$ cat config.mk
export PLATFORM = sky130hd
export DESIGN_NAME = video_pattern_gen
export DESIGN_NICKNAME = d
export VERILOG_FILES = /design/src/rtl/video_pattern_gen.sv
export SDC_FILE = /design/constraint.sdc
export NUM_CORES = 1
export LEC_CHECK = 0
export CAP_MARGIN = 40
export CORE_ASPECT_RATIO = 1.2
export CORE_UTILIZATION = 52
export DETAILED_ROUTE_END_ITERATION = 7
export PLACE_DENSITY = 0.77
export SLEW_MARGIN = 30
export SYNTH_ARGS = -nofsm -noshare
export SYNTH_HDL_FRONTEND = slang
export SYNTH_SLANG_ARGS = --single-unit
$ cat constraint.sdc
create_clock -name clk -period 1.7 [get_ports clk]
set_clock_uncertainty 0.05 [all_clocks]
set_input_delay 0.17 -clock clk [delete_from_list [all_inputs] [get_ports clk]]
set_output_delay 0.17 -clock clk [all_outputs]
set_load 0.02 [all_outputs]
$ cat src/rtl/video_pattern_gen.sv
// video_pattern_gen: synthetic video source (sof/sop/eop/valid/data) with
// horizontal and vertical blanking and four selectable test patterns.
// Pattern selection and solid level are latched once per frame.
// Optional build macro VPG_NOISE_EN adds LFSR dither and one extra output stage.
module video_pattern_gen #(
  parameter int W        = 8,
  parameter int H_ACTIVE = 1280,
  parameter int V_ACTIVE = 720,
  parameter int H_BLANK  = 370,
  parameter int V_BLANK  = 30
) (
  input  logic         clk,
  input  logic         reset,
  input  logic         enable,
  input  logic [1:0]   pattern_sel,
  input  logic [W-1:0] solid_level,
  output logic         sof,
  output logic         sop,
  output logic         eop,
  output logic         valid,
  output logic [W-1:0] data,
  output logic         busy
);

  // x/y must reach bit 6 for the checker tiles and bit W-1 for the ramps.
  localparam int XC     = $clog2(H_ACTIVE);
  localparam int XW0    = (XC > 7) ? XC : 7;
  localparam int XW     = (XW0 > W) ? XW0 : W;
  localparam int YC     = $clog2(V_ACTIVE);
  localparam int YW0    = (YC > 7) ? YC : 7;
  localparam int YW     = (YW0 > W) ? YW0 : W;
  localparam int VB_CYC = V_BLANK * (H_ACTIVE + H_BLANK);
  localparam int BMAX   = (VB_CYC > H_BLANK) ? VB_CYC : H_BLANK;
  localparam int BW     = $clog2(BMAX + 1);

  typedef enum logic [2:0] {S_IDLE, S_ACTIVE, S_HBLANK, S_VBLANK, S_FEND} state_t;

  state_t        state, state_nx;
  logic [XW-1:0] x;
  logic [YW-1:0] y;
  logic [BW-1:0] bcnt;
  logic [1:0]    pat;
  logic [W-1:0]  lvl;
  logic          x_last, y_last, h_last, v_last, latch;

  logic          pix_valid, pix_sop, pix_eop, pix_sof, busy_nx;
  logic [W-1:0]  pix_data;

  // first-stage registered stream
  logic          v1, sop1, eop1, sof1;
  logic [W-1:0]  d1;

  assign x_last = (x == XW'(H_ACTIVE - 1));
  assign y_last = (y == YW'(V_ACTIVE - 1));
  assign h_last = (bcnt == BW'(H_BLANK - 1));
  assign v_last = (bcnt == BW'(VB_CYC - 1));
  assign latch  = enable && (state == S_IDLE || state == S_FEND);

  // State register
  always_ff @(posedge clk or posedge reset) begin
    if (reset) state <= S_IDLE;
    else       state <= state_nx;
  end

  // Next-state logic: line/frame sequencing
  always_comb begin
    state_nx = state;
    case (state)
      S_IDLE:   if (enable) state_nx = S_ACTIVE;
      S_ACTIVE: if (x_last) state_nx = S_HBLANK;
      S_HBLANK: if (h_last) begin
                  if (!y_last)          state_nx = S_ACTIVE;
                  else if (V_BLANK > 0) state_nx = S_VBLANK;
                  else                  state_nx = S_FEND;
                end
      S_VBLANK: if (v_last) state_nx = S_FEND;
      S_FEND:   state_nx = enable ? S_ACTIVE : S_IDLE;
      default:  state_nx = S_IDLE;
    endcase
  end

  // Output decode: pixel flags and pattern value from the registered x/y
  always_comb begin
    pix_valid = (state == S_ACTIVE);
    pix_sop   = pix_valid && (x == '0);
    pix_eop   = pix_valid && x_last;
    pix_sof   = pix_sop && (y == '0);
    busy_nx   = (state_nx == S_ACTIVE) || (state_nx == S_HBLANK) || (state_nx == S_VBLANK);
    case (pat)
      2'd0:    pix_data = x[W-1:0];
      2'd1:    pix_data = y[W-1:0];
      2'd2:    pix_data = lvl;
      default: pix_data = (x[6] ^ y[6]) ? lvl : '0;
    endcase
  end

  // Position and blanking counters
  always_ff @(posedge clk or posedge reset) begin
    if (reset) begin
      x    <= '0;
      y    <= '0;
      bcnt <= '0;
    end else begin
      if (state == S_ACTIVE) x <= x_last ? '0 : x + XW'(1);
      else                   x <= '0;
      if ((state == S_HBLANK && !h_last) || (state == S_VBLANK && !v_last))
        bcnt <= bcnt + BW'(1);
      else
        bcnt <= '0;
      if (state == S_HBLANK && h_last && !y_last)  y <= y + YW'(1);
      else if (state == S_FEND || state == S_IDLE) y <= '0;
    end
  end

  // Per-frame latch of pattern configuration
  always_ff @(posedge clk or posedge reset) begin
    if (reset) begin
      pat <= '0;
      lvl <= '0;
    end else if (latch) begin
      pat <= pattern_sel;
      lvl <= solid_level;
    end
  end

  // First output stage; data forced to 0 outside active pixels
  always_ff @(posedge clk or posedge reset) begin
    if (reset) begin
      v1   <= 1'b0;
      sop1 <= 1'b0;
      eop1 <= 1'b0;
      sof1 <= 1'b0;
      d1   <= '0;
      busy <= 1'b0;
    end else begin
      v1   <= pix_valid;
      sop1 <= pix_sop;
      eop1 <= pix_eop;
      sof1 <= pix_sof;
      d1   <= pix_valid ? pix_data : '0;
      busy <= busy_nx;
    end
  end

`ifdef VPG_NOISE_EN
  logic [15:0]  lfsr;
  logic [W-1:0] noisy;
  int           sum;

  // Dithered value: pattern + lfsr[3:0] - 8, clamped to the data range
  always_comb begin
    sum = int'(d1) + int'(lfsr[3:0]) - 8;
    if (sum < 0)                 noisy = '0;
    else if (sum > (2**W) - 1)   noisy = '1;
    else                         noisy = sum[W-1:0];
  end

  // LFSR: reseeded at each frame latch, one step per emitted pixel
  always_ff @(posedge clk or posedge reset) begin
    if (reset)      lfsr <= 16'hACE1;
    else if (latch) lfsr <= 16'hACE1;
    else if (v1)    lfsr <= {lfsr[14:0], lfsr[15] ^ lfsr[13] ^ lfsr[12] ^ lfsr[10]};
  end

  // Second output stage keeps all stream signals aligned
  always_ff @(posedge clk or posedge reset) begin
    if (reset) begin
      valid <= 1'b0;
      sop   <= 1'b0;
      eop   <= 1'b0;
      sof   <= 1'b0;
      data  <= '0;
    end else begin
      valid <= v1;
      sop   <= sop1;
      eop   <= eop1;
      sof   <= sof1;
      data  <= v1 ? noisy : '0;
    end
  end
`else
  assign valid = v1;
  assign sop   = sop1;
  assign eop   = eop1;
  assign sof   = sof1;
  assign data  = d1;
`endif

endmodule

After elaboration in Yosys (flattened, before gate mapping) --
Cells that the tools add are included.
Word-level totals: flip-flop bits (word level) 63, bits of input ports 13, output and inout bits 13, logic and storage cells 64
Cells by class: $add $sub $neg 3, eq/ne operators 13, muxes and demuxes 15, bitwise operators 1, reduce and logical (&&, ||, !) cells 20
Operator list (count):
- $pmux W8 S3 | 1
- $mux W11 | 2
- $mux W10 | 2
- $add A16 B1 Y16 const B | 1
- $eq A16 B16 Y1 const B | 1
- $eq A16 B9 Y1 const B | 1
- $mux W16 | 1
- $mux W8 | 2
- $pmux W3 S5 | 1
- $eq A3 B2 Y1 const B | 4
- $mux W3 | 4
- $add A11 B1 Y11 const B | 1
- $eq A11 B11 Y1 const B | 1
- $logic_not A11 Y1 | 1
- $add A10 B1 Y10 const B | 1
- $eq A10 B10 Y1 const B | 1
- $logic_not A10 Y1 | 1
- $logic_and A1 B1 Y1 | 8
- $eq A3 B1 Y1 const B | 2
- $logic_or A1 B1 Y1 | 4
- $eq A3 B3 Y1 const B | 1
- $logic_not A1 Y1 | 3
- $logic_not A3 Y1 | 1
- $eq A2 B1 Y1 const B | 1
- other kinds (6) | 6

Longest topological paths before layout --
Gate-level depths: netlist (run 1).
word-level depth 7, mapped depth 7, depth with buffers taken out 6

Worst setup path after synthesis (run 1) --
No wires, ideal clock.
path kind register -> register, start reg bcnt[0], end reg bcnt[9], setup time 0.118 ns, data arrival time 1.559 ns, required time 1.532 ns, slack -0.028 ns, stages on the path, launching flop included 8, path buffers 2, clock period less this slack 1.728 ns, cells stage by stage dfrtp_1 > ha_1 > buf_2 > nor4bb_1 > a21oi_1 > o21ai_2 > buf_6 > nor2_1
On the way: cells in the longest elaborated chain, start to end 5, elaborated cells on any way between the ends 9, classes of those cells add/sub (1); eq/ne (2); mux (1); reduce/logical (5)
Ends and longest elaborated chain:
- from (decl) | line 41 | logic [BW-1:0] bcnt;
- from (signal assigned) | line 107 | bcnt <= bcnt + BW'(1);
- parallel branches: the longest is 4 deep, another holds $add A16 B1 Y16
- $mux W16 * | line 106 | if ((state == S_HBLANK && !h_last) || (state == S_VBLANK && !v_last))
Every way passes the cells marked *. A chain may end at the register's enable or synchronous reset.

Worst setup path after layout (run 1) --
start reg bcnt[3], end reg y[8]
On the way: cells in the longest elaborated chain, start to end 4, elaborated cells on any way between the ends 5, classes of those cells eq/ne (1); mux (1); reduce/logical (3)
Ends and longest elaborated chain:
- $eq A16 B9 Y1 * | line 55 | assign h_last = (bcnt == BW'(H_BLANK - 1));
- $logic_and A1 B1 Y1 * (2 in series) | line 110 | if (state == S_HBLANK && h_last && !y_last) y <= y + YW'(1);
- $mux W10 / $reduce_bool A2 Y1 (equally long branches)
- to (signal assigned) | line 110
- to (decl) | line 40 | logic [YW-1:0] y;
Every way passes the cells marked *; elsewhere a longest branch is shown, timed or not.

==> results of run 1 <==
[sequential cells by signal, indices dropped and copies added (netlist names), 2 cells and up]
name,count
lvl,8
x,11
y,10
state,3
data,8
bcnt,16
pat,2
[repair_timing]
action	CTS	global route
setup endpoints to repair	4	28
setup buffers	3	5
resized for setup	2	18
pin swaps	1	10
cloned	1	1
[final timing paths]
check                          startpoint  endpoint  depth (start not counted)
max in group asynchronous           reset      busy                          3
max                               bcnt[3]      y[8]                          5
min in group clk           solid_level[5]    lvl[5]                          2
min reg2reg                      state[2]      busy                          1
max reg2reg                       bcnt[3]      y[8]                          5
min                                 reset      x[6]                          3
[tightest hold or removal path: stages]
cell             delay [ps]
clkdlybuf4s50_1         440
clkinvlp_4               90
buf_12                  280
[logic make-up (layout without fill, tap and decap cells)]
family	Yosys count	after routing
flops	63	63
fa+ha+maj	6	6
xor+xnor	23	23
buf+inv	21	92
simple gates	135	137
compound gates	31	31
mux	21	21
[report_power, final]
part	switching (µW)	internal (µW)
clock network	639	978
registers	0	1500
logic	33.9	29.4
[layout by cell type, fill, tap and decap left out, types with 7 or more instances in the layout]
cell	Yosys	layout
xor2_1	17	17
buf_4	1	38
and3_1	8	7
nand4_1	9	9
inv_1	10	9
nand2_1	21	21
nor2_1	48	47
clkbuf_8	0	9
mux2i_1	10	10
mux2_2	11	11
a21oi_1	14	12
dfrtp_1	63	62
clkdlybuf4s50_1	0	25
nand3_1	15	13
[routing by layer]
layer	wire length (µm)	track usage, %	share of wire [%]	up-vias
met1	2990	28.5	40	1238
met2	3960	42.5	53	65
met4	231	13.4	3.1	0
met3	257	5.09	3.5	23
li1	-	-	-	1189
met5	0	0	0	-
[area by class of cell]
class                           count  area (µm²)  share of cell area, %
Clock buffer                        9         124                   2.99
Clock inverter                      7         120                   2.90
Inverter                           10        41.3                  0.998
Multi-Input combinational cell    218        1600                   38.6
Sequential cell                    63        1580                   38.1
Tap cell                           80         100                   2.42
Timing Repair Buffer               66         578                   14.0
[stage by stage]
step | worst slack, ps | utilization (%) | hold WS, ps
after floorplan | 23.5 | - | 245
after global placement | 47.0 | 64.7 | 416
after detailed placement | -67.6 | 64.7 | 423
after CTS | -59.4 | 69.8 | 210
after global routing | -175 | 72.0 | 245
final | -89.2 | 72.0 | 184
==> metrics.yaml, run 1 <==
status: "finished with violations"
violations: "setup timing"
start_util_pct: 54.8
dpl_cell_area_um2: 3720
worst_pin_slew_ps: 515
hold_viol: 0
syn_to_final_growth_pct: 31.4
worstSetupPathType: "reg -> reg"
reg2reg_slack_ps: -90
final_antenna_net_count: 0
ys_types: 54
avgSynthCellArea_um2: 10.5
critPathLaunchType: "flip-flop"
synth_compound_area_share_pct: 5.96
antenna_cells: 0
end_kind: "flip-flop"
grt_max_degree: 64
antenna_found_initial: 0
final_nets: 387
synthSimpleGateAreaFrac_pct: 25.0
fin_crit_sh_pct: 105
syn_nets: 319
wirelength_um: 7440
max_freq_ghz: 0.559
die_w_um: 73.0
seq_area_frac_synth_pct: 50.1
grt_use_total_pct: 24.7
slowest_stage: "dfrtp_1"
rsz0062_at_grt: "yes"
hold_path.class: "in -> async"
clock_sinks: 63
setup_violations: 7
finalNonFillerCells: 453
die_height_um: 87.3
cts_tree: "yes"
wl_per_cell_um: 16.4
period_minus_slack_ps: 1790
hold_buffers: 0
grt_first_pass_wirelength_um: 11600
dieArea_um2: 6370
grt_pass1_vias: 2464
htreeDepth: 3
grt_overflow: 0
slew-limit-headroom_pct: 65.7
synthMuxAreaShare_pct: 7.11
ios: 26
ys_top_cells_by_count: "63 x dfrtp_1, 48 x nor2_1, 21 x nand2_1"
power_uw: 3180
path_delay_family: "simple AND/OR/NAND/NOR gates"
synth_xor_area_share_pct: 6.40
max-cap-violations: 0
avgViaCountPerCell: 5.55
synth_area_leaders: "dfrtp_1 50%, nor2_1 5.7%, xor2_1 4.7%"
synth_area_um2: 3150
drt_pre_antenna_iters: 4
num_rows: 30
io_buffer_count: 25
required_ps: 1920
synthCells: 300
leakage_uw: 0.00183
peakVddDrop_mv: 0.542
place.gp.congestion: 0.879
drc: 0
drt_iter0_drc: 152
cellPowerDensity_nw_per_um2: 768
yosysTopAreaCell: "dfrtp_1"
synth_top_family_by_area: "simple AND/OR/NAND/NOR gates"
setup_ws_ps: -89.2
vias: 2515
critPathMaxStageDelay_ps: 410
finish.instance_area_um2: 4140
clkLatencyLatePin_ps: 360
synth_edf_count: 0
arrival_ps: 2010
core_area_um2: 5740
path_clk_slew_ps: 80
tns_ps: -190
synthArstFlopShare_pct: 100
dpl.hpwl_um: 4810
drv_slew: 0
dp.cells: 427
cts_root_buffer: "clkbuf_8"
yosys.area.top_type_share_pct: 50.1
cp_max_fo: 5
ys.flop_type: "dfrtp_1"
layout-drive-gt1-share_pct: 26.5
synth-seq-cells: 63
critPathBufInv: 0
critical_path.cell_chain: "nor4b_4 > nand4b_1 > nand4b_4 > nor4_4 > mux2i_1"
fillers: 431
yosysMostFrequentCell: "dfrtp_1"
numCtsBuffers: 9
yosysWarnings: 0
clockBufferDepth: 2
synth_fa_ha_area_share_pct: 2.38
No activity file was read; power rests on OpenSTA's default activity.
==> run 2: changes to the inputs <==
Settings changed: CELL_PAD_IN_SITES_DETAIL_PLACEMENT from default to 0, CELL_PAD_IN_SITES_GLOBAL_PLACEMENT from default to 2, CORE_UTILIZATION 52 to 34, PLACE_DENSITY 0.77 to 0.76.
==> metrics.yaml, run 2 (synthesis results as in run 1) <==
routed-wl-met3_um: 186
htreeDepth: 3
met2RoutedLength_um: 3670
die_height_um: 107
die_w_um: 89.9
final_nets: 393
drv_slew: 0
hold_viol: 0
antenna_cells: 0
crit_cells: 5
cts_root_buffer: "clkbuf_8"
r2r-end: "y[3]"
setup_violations: 3
slew-limit-headroom_pct: 62.3
critPathMaxStageDelay_ps: 450
slowest_stage: "or4_1"
io_buffer_count: 25
dpl_cell_area_um2: 3850
top_register: "bcnt"
core_area_um2: 9030
layout-drive-gt1-share_pct: 26.6
avgViaCountPerCell: 4.84
peakVddDrop_mv: 0.287
dieArea_um2: 9650
leakage_uw: 0.00184
critical_path.cell_chain: "nor4b_4 > nand4b_1 > buf_4 > or4_1 > nand2_1"
worst_pin_slew_ps: 564
cellPowerDensity_nw_per_um2: 690
power_uw: 2890
dpl.hpwl_um: 5180
path_delay_family: "simple AND/OR/NAND/NOR gates"
cts_tree: "yes"
final_common_cell: "dfrtp_1"
syn_to_final_growth_pct: 33.0
required_ps: 1930
top_layer_used: "met4"
reg2reg_slack_ps: -30
critPathBufInv: 1
period_minus_slack_ps: 1730
grt_first_pass_wirelength_um: 12300
pre_cts_ws_ps: 5.08
max_freq_ghz: 0.578
drt_iter0_drc: 69
reg2reg_from: "bcnt[3]"
clkLatencyLatePin_ps: 340
arrival_ps: 1960
hold_path.class: "in -> async"
reg_top3: "bcnt (16), x (11), y (10)"
final_antenna_net_count: 0
ios: 26
grt_use_total_pct: 16.4
violations: "setup timing"
clock_sinks: 63
final_cell_mix: "62 x dfrtp_1, 43 x nor2_1, 42 x buf_4, 25 x clkdlybuf4s50_1, 21 x nand2_1"
cp_max_fo: 3
setup_ws_ps: -28.6
antenna_found_initial: 0
wirelength_um: 7220
worstSetupPathType: "reg -> reg"
num_rows: 38
endpoint: "y[3]"
max-cap-violations: 0
end_kind: "flip-flop"
drt-met1-wl_um: 3220
status: "finished with violations"
critPathLaunchType: "flip-flop"
numCtsBuffers: 9
drt_pre_antenna_iters: 4
start_util_pct: 34.9
clockBufferDepth: 2
grt_pass1_vias: 2498
vias: 2415
cp-startpoint: "bcnt[3]"
path_clk_slew_ps: 70
grt_max_degree: 21
place.gp.congestion: 0.743
drc: 0
largest_reg_flops: 16
finish.instance_area_um2: 4190
fin_crit_sh_pct: 102
grt_overflow: 0
reg2reg_depth: 5
wl_per_cell_um: 14.5
rsz0062_at_grt: "yes"
-- run 2: cell types whose count changed in the layout (fill, tap and decap cells not counted), moves of 2 or more --
cell / before / now
nand3_2: 3 / 1
buf_12: 1 / 4
nand3_1: 13 / 15
buf_4: 38 / 42
nor2_1: 47 / 43
nor2_2: 1 / 5
bufinv_16: 3 / 1
clkinvlp_4: 2 / 4
-- run 2: how the worst min path moves through the flow --
stage,start,endpoint
after global routing,reset,valid
after floorplan,reset,bcnt[0]
final,reset,valid
after CTS,reset,valid
after detailed placement,x[0],x[0]
after global placement,x[0],x[0]
-- run 2: metrics by stage --
| stage | hold WS (ps) | std cells | setup TNS [ps] | util, % |
|---|---|---|---|---|
| global route | 196 | 499 | -1120 | 46.4 |
| detailed placement | 435 | 473 | 0 | 42.6 |
| finish | 154 | 499 | -62.4 | 46.4 |
| floorplan | 245 | 300 | 0 | - |
| CTS | 157 | 489 | 0 | 44.8 |
| global placement | 433 | 473 | 0 | 42.6 |
-- run 2: cell type report --
class,instances,area (µm²)
clock buffers,11,141
inverters,10,41.3
well taps,120,150
fillers,891,4840
repair buffers,73,682
flip-flops and latches,63,1580
multi-input cells,217,1540
clock inverters,5,57.6
-- run 2: metal layers --
layer | up-vias | global-route usage [%]
li1 | 1202 | -
met5 | - | 0
met4 | 0 | 5.88
met2 | 35 | 28.6
met3 | 11 | 3.74
met1 | 1167 | 20.1
-- run 2: report_power, final --
part / internal, µW / switching (µW) / total [µW]
Sequential: 1500 / 0 / 1500
Combinational: 35.2 / 37.0 / 72.1
Clock: 715 / 605 / 1320
-- run 2: what timing repair did --
action / 4_1_cts / 5_1_grt
hold buffers: 0 / 0
gates resized for setup: 0 / 12
setup endpoints to repair: 0 / 23
buffers inserted: 0 / 8
==> variant 1 (flow settings as in run 2) <==
The option `VPG_NOISE_EN` is turned on by a define.
--- a/src/rtl/video_pattern_gen.sv
+++ b/src/rtl/video_pattern_gen.sv
@@ -2,6 +2,8 @@
 // horizontal and vertical blanking and four selectable test patterns.
 // Pattern selection and solid level are latched once per frame.
 // Optional build macro VPG_NOISE_EN adds LFSR dither and one extra output stage.
+`define VPG_NOISE_EN
+
 module video_pattern_gen #(
   parameter int W        = 8,
   parameter int H_ACTIVE = 1280,
Formal check against the unedited RTL: not equivalent (a bounded check fails within 4 cycles, from zero or initial values and one cycle with reset high).
==> variant 1 against run 2 <==
The run still ends with negative setup slack left; core utilization up 1.6 points; non-clock buffer count up 31; worst setup slack worse by 360 ps; wire length up 44%; sequential cell count up 28; largest cell class unchanged; cell area up 46%; area after synthesis up 42%; power up 48%.
==> variant 1: results (changes against run 2) <==
Yosys
  • Register area share after synthesis: 0.511 (was 0.501)
  • Synth area leaders: dfrtp_1, ha_1, dfstp_2 (was dfrtp_1, nor2_1, xor2_1)
  • Top cells by count, synth: dfrtp_1, nand2_1, nor2_1 (was dfrtp_1, nor2_1, nand2_1)
  • Avg Synthesized Cell Area: 10.0 um2 (was 10.5 um2)
  • Unique masters post-synth: 52 (was 54)

Final layout
  • Final Cell Area: 6110 um2 (was 4190 um2)
  • Top flop regs: bcnt (16), lfsr (16), x (11) (was bcnt (16), x (11), y (10))
  • Layout non-clock buf frac: 0.153 (was 0.163)
  • Filler instances: 1227 (was 891)
  • Clock buffer count in the final layout: 9 (was 11)
  • Plain + repair buffers: 104 (was 73)

Global routing
  • Vias in the first global route: 3551 (was 2498)
  • Routing usage on met3: 0.0295 (was 0.0374)
  • All-Layer GR Usage: 0.162 (was 0.164)
  • First-pass GRT wire length: 17200 um (was 12300 um)

Pwr
  • Max VDD drop: 0.602 mV (was 0.287 mV)
  • Leakage dissipation: 2.84 nW (was 1.84 nW)

STA
  • Setup WS post-layout: -392 ps (was -28.6 ps)
  • Final setup vio count: 8 (was 3)

Setup path
  • Delay-heaviest family, CP: compound AO/OA/AOI/OAI gates (was simple AND/OR/NAND/NOR gates)
  • Slowest-stage cell, CP: dfrtp_1 (was or4_1)

CTS
  • Root Driver: clkbuf_16 (was clkbuf_8)

Status
  • Status: finished with violations (unchanged)
  • Violated checks: negative setup slack (unchanged)

Route
  • WL met3: 154 um (was 186 um)
  • DR WL/cell: 14.6 um (was 14.5 um)
  • Vias: 3486 (was 2415)

Placement
  • Placed cells: 681 (was 473)
[variant 1: cell families (layout without fill, tap and decap cells)]
| kind of cell | count (synthesis) | after routing | share of synthesized area |
|---|---|---|---|
| AOI/OAI and AO/OA | 65 | 65 | 0.0925 |
| xor gates and xnor gates | 33 | 33 | 0.0645 |
| adders and majority gates | 19 | 19 | 0.0547 |
| buffers and inverters | 46 | 148 | 0.0433 |
| DFF | 91 | 91 | 0.511 |
| muxes | 18 | 18 | 0.0402 |
| and+or+nand+nor | 176 | 176 | 0.194 |
[variant 1: what timing repair did]
action / CTS / global route
hold endpoints to repair: 0 / 0
setup endpoints to repair: 35 / 42
hold buffers: 0 / 0
cloned: 0 / 0
pin swaps: 13 / 17
setup buffers: 6 / 11
gates resized for setup: 10 / 40
[variant 1: report_power, final]
part	switching [W]	internal, W
registers	0	0.00216
clock network	0.000967	0.00105
logic	0.0000495	0.0000356
total	0.00102	0.00325
==> variant 2 (flow settings as in run 2) <==
Made on the original files. Register the output `valid` once more, cleared by the reset; this adds one clock of latency there. The other outputs are not delayed to match.
--- a/src/rtl/video_pattern_gen.sv
+++ b/src/rtl/video_pattern_gen.sv
@@ -179,7 +179,13 @@
     end
   end
 `else
-  assign valid = v1;
+  always_ff @(posedge clk or posedge reset) begin
+    if (reset) begin
+      valid <= '0;
+    end else begin
+      valid <= v1;
+    end
+  end
   assign sop   = sop1;
   assign eop   = eop1;
   assign sof   = sof1;
Formal check against the unedited RTL: not equivalent (a bounded check fails within 4 cycles, from zero or initial values and one cycle with reset high).
==> variant 2 against run 2 <==
The run still ends with negative setup slack left; worst setup slack lost 110 ps; combinational power shrank 13%; wire length shrank 3.4%; synthesized cell count grew 2.7%; final cell count grew 1.6%; area after synthesis shrank 0.91%; power shrank 1.8%; cell area shrank 0.93%; sequential cell count grew 1.
==> variant 2: results (changes against run 2) <==
Final layout
  • Final Non-Filler Cells: 507 (was 499)
  • Area grow syn2layout: 33.0% (about the same)
  • Logic inverters: 9 (was 10)
  • Layout non-clock buf frac: 0.166 (was 0.163)
  • Nets: 404 (was 393)
  • Filler instances: 840 (was 891)
  • Multi-input gate share of total cell area: 0.358 (was 0.367)
  • Clock network share of area: 0.0452 (was 0.0475)
  • Clock buffer count in the final layout: 10 (was 11)
  • Plain + repair buffers: 78 (was 73)
  • Share of layout cells above drive strength 1: 0.259 (was 0.266)
  • #MultiIn Comb: 223 (was 217)

Placement
  • Placed Area: 3910 um2 (was 3850 um2)
  • Post-DP HPWL: 5170 um (was 5180 um)
  • Placed cells: 489 (was 473)
  • IO Port Bufs: 25 (unchanged)
  • Pre-CTS setup slack: -161 ps (was 5.08 ps)
  • RD Place Congestion: 0.747 (was 0.743)

Setup path
  • Max Fanout on Critical Path: 16 (was 3)
  • WP data arrival: 2010 ps (was 1960 ps)
  • Slowest-stage cell, CP: or4b_4 (was or4_1)

Yosys
  • Xor/xnor share of the synthesized area: 0.0617 (was 0.0640)
  • Adder-Cell Fraction of Synth Area: 0.0241 (was 0.0238)
  • Syn nets: 327 (was 319)
  • Top cells by count, synth: dfrtp_1, nor2_1, nand2_1 (unchanged)
  • Syn Inst Count: 308 (was 300)
  • Post-synthesis mux area share: 0.0838 (was 0.0711)
  • Compound-Gate Fraction of Synth Area: 0.0650 (was 0.0596)
  • Synth area leaders: dfrtp_1, nor2_1, mux2_2 (was dfrtp_1, nor2_1, xor2_1)
  • Unique masters post-synth: 44 (was 54)
  • Register area share after synthesis: 0.513 (was 0.501)

Global routing
  • M1 GR Usage: 0.194 (was 0.201)
  • All-Layer GR Usage: 0.169 (was 0.164)
  • Vias in the first global route: 2583 (was 2498)
  • Largest net degree at the start of global routing: 65 (was 21)
  • Routing usage on met3: 0.0323 (was 0.0374)
  • First-pass GRT wire length: 12100 um (was 12300 um)
  • GR met2 Demand/Resource: 0.290 (was 0.286)

STA
  • Setup WS post-layout: -134 ps (was -28.6 ps)
  • Period Utilization, post-route: 1.08 (was 1.02)
  • Final setup vio count: 24 (was 3)
  • TNS Setup: -2590 ps (was -62.4 ps)
  • Max_slew headroom: 0.672 (was 0.623)

CTS
  • Clock sinks: 64 (was 63)

Pwr
  • Net Sw Power: 0.000618 W (was 0.000642 W)
  • Max VDD drop: 0.281 mV (was 0.287 mV)
  • Sequential power share: 0.536 (was 0.518)
  • Seq group: 0.00152 W
  • Leakage dissipation: 1.77 nW (was 1.84 nW)
  • Clk network pwr share: 0.441 (was 0.457)

Route
  • Final wirelength: 6970 um (was 7220 um)
  • Vias: 2435 (was 2415)
  • Initial DRC count: 88 (was 69)

Floorplan
  • # rows: 37 (was 38)

Status
  • Status: finished with violations (unchanged)
  • Violated checks: negative setup slack (unchanged)
[variant 2: cell types whose count changed after synthesis, sizes merged, moves of 4 or more]
cell and delta:
nor2 +7, clkbuf +4, nor3 +4, and3 -5, xnor2 +7, xor2 -8
[variant 2: routing by layer]
layer	wire length, um	share of wire	vias to the layer above
met5	0	0	-
met4	240	0.034	0
li1	-	-	1223
met2	3500	0.50	38
met1	3050	0.44	1155
met3	188	0.027	19
[variant 2: final timing paths]
| check | from | to | slack [ps] | depth (start not counted) |
|---|---|---|---|---|
| setup reg to reg | bcnt[0] | bcnt[10] | -130 | 6 |
| hold / removal | reset | valid | 210 | 3 |
| min in group clk | v1 | valid | 300 | 0 |
| setup / recovery | bcnt[0] | bcnt[10] | -130 | 6 |
| max in group asynchronous | reset | y[4] | 1100 | 3 |
| hold reg to reg | v1 | valid | 300 | 0 |
[variant 2: what timing repair did]
item / in CTS / in global routing
pin swaps: 5 / 0
buffers inserted: 0 / 2
hold buffers: 0 / 0
setup endpoints to repair: 25 / 29
gates resized for setup: 6 / 5
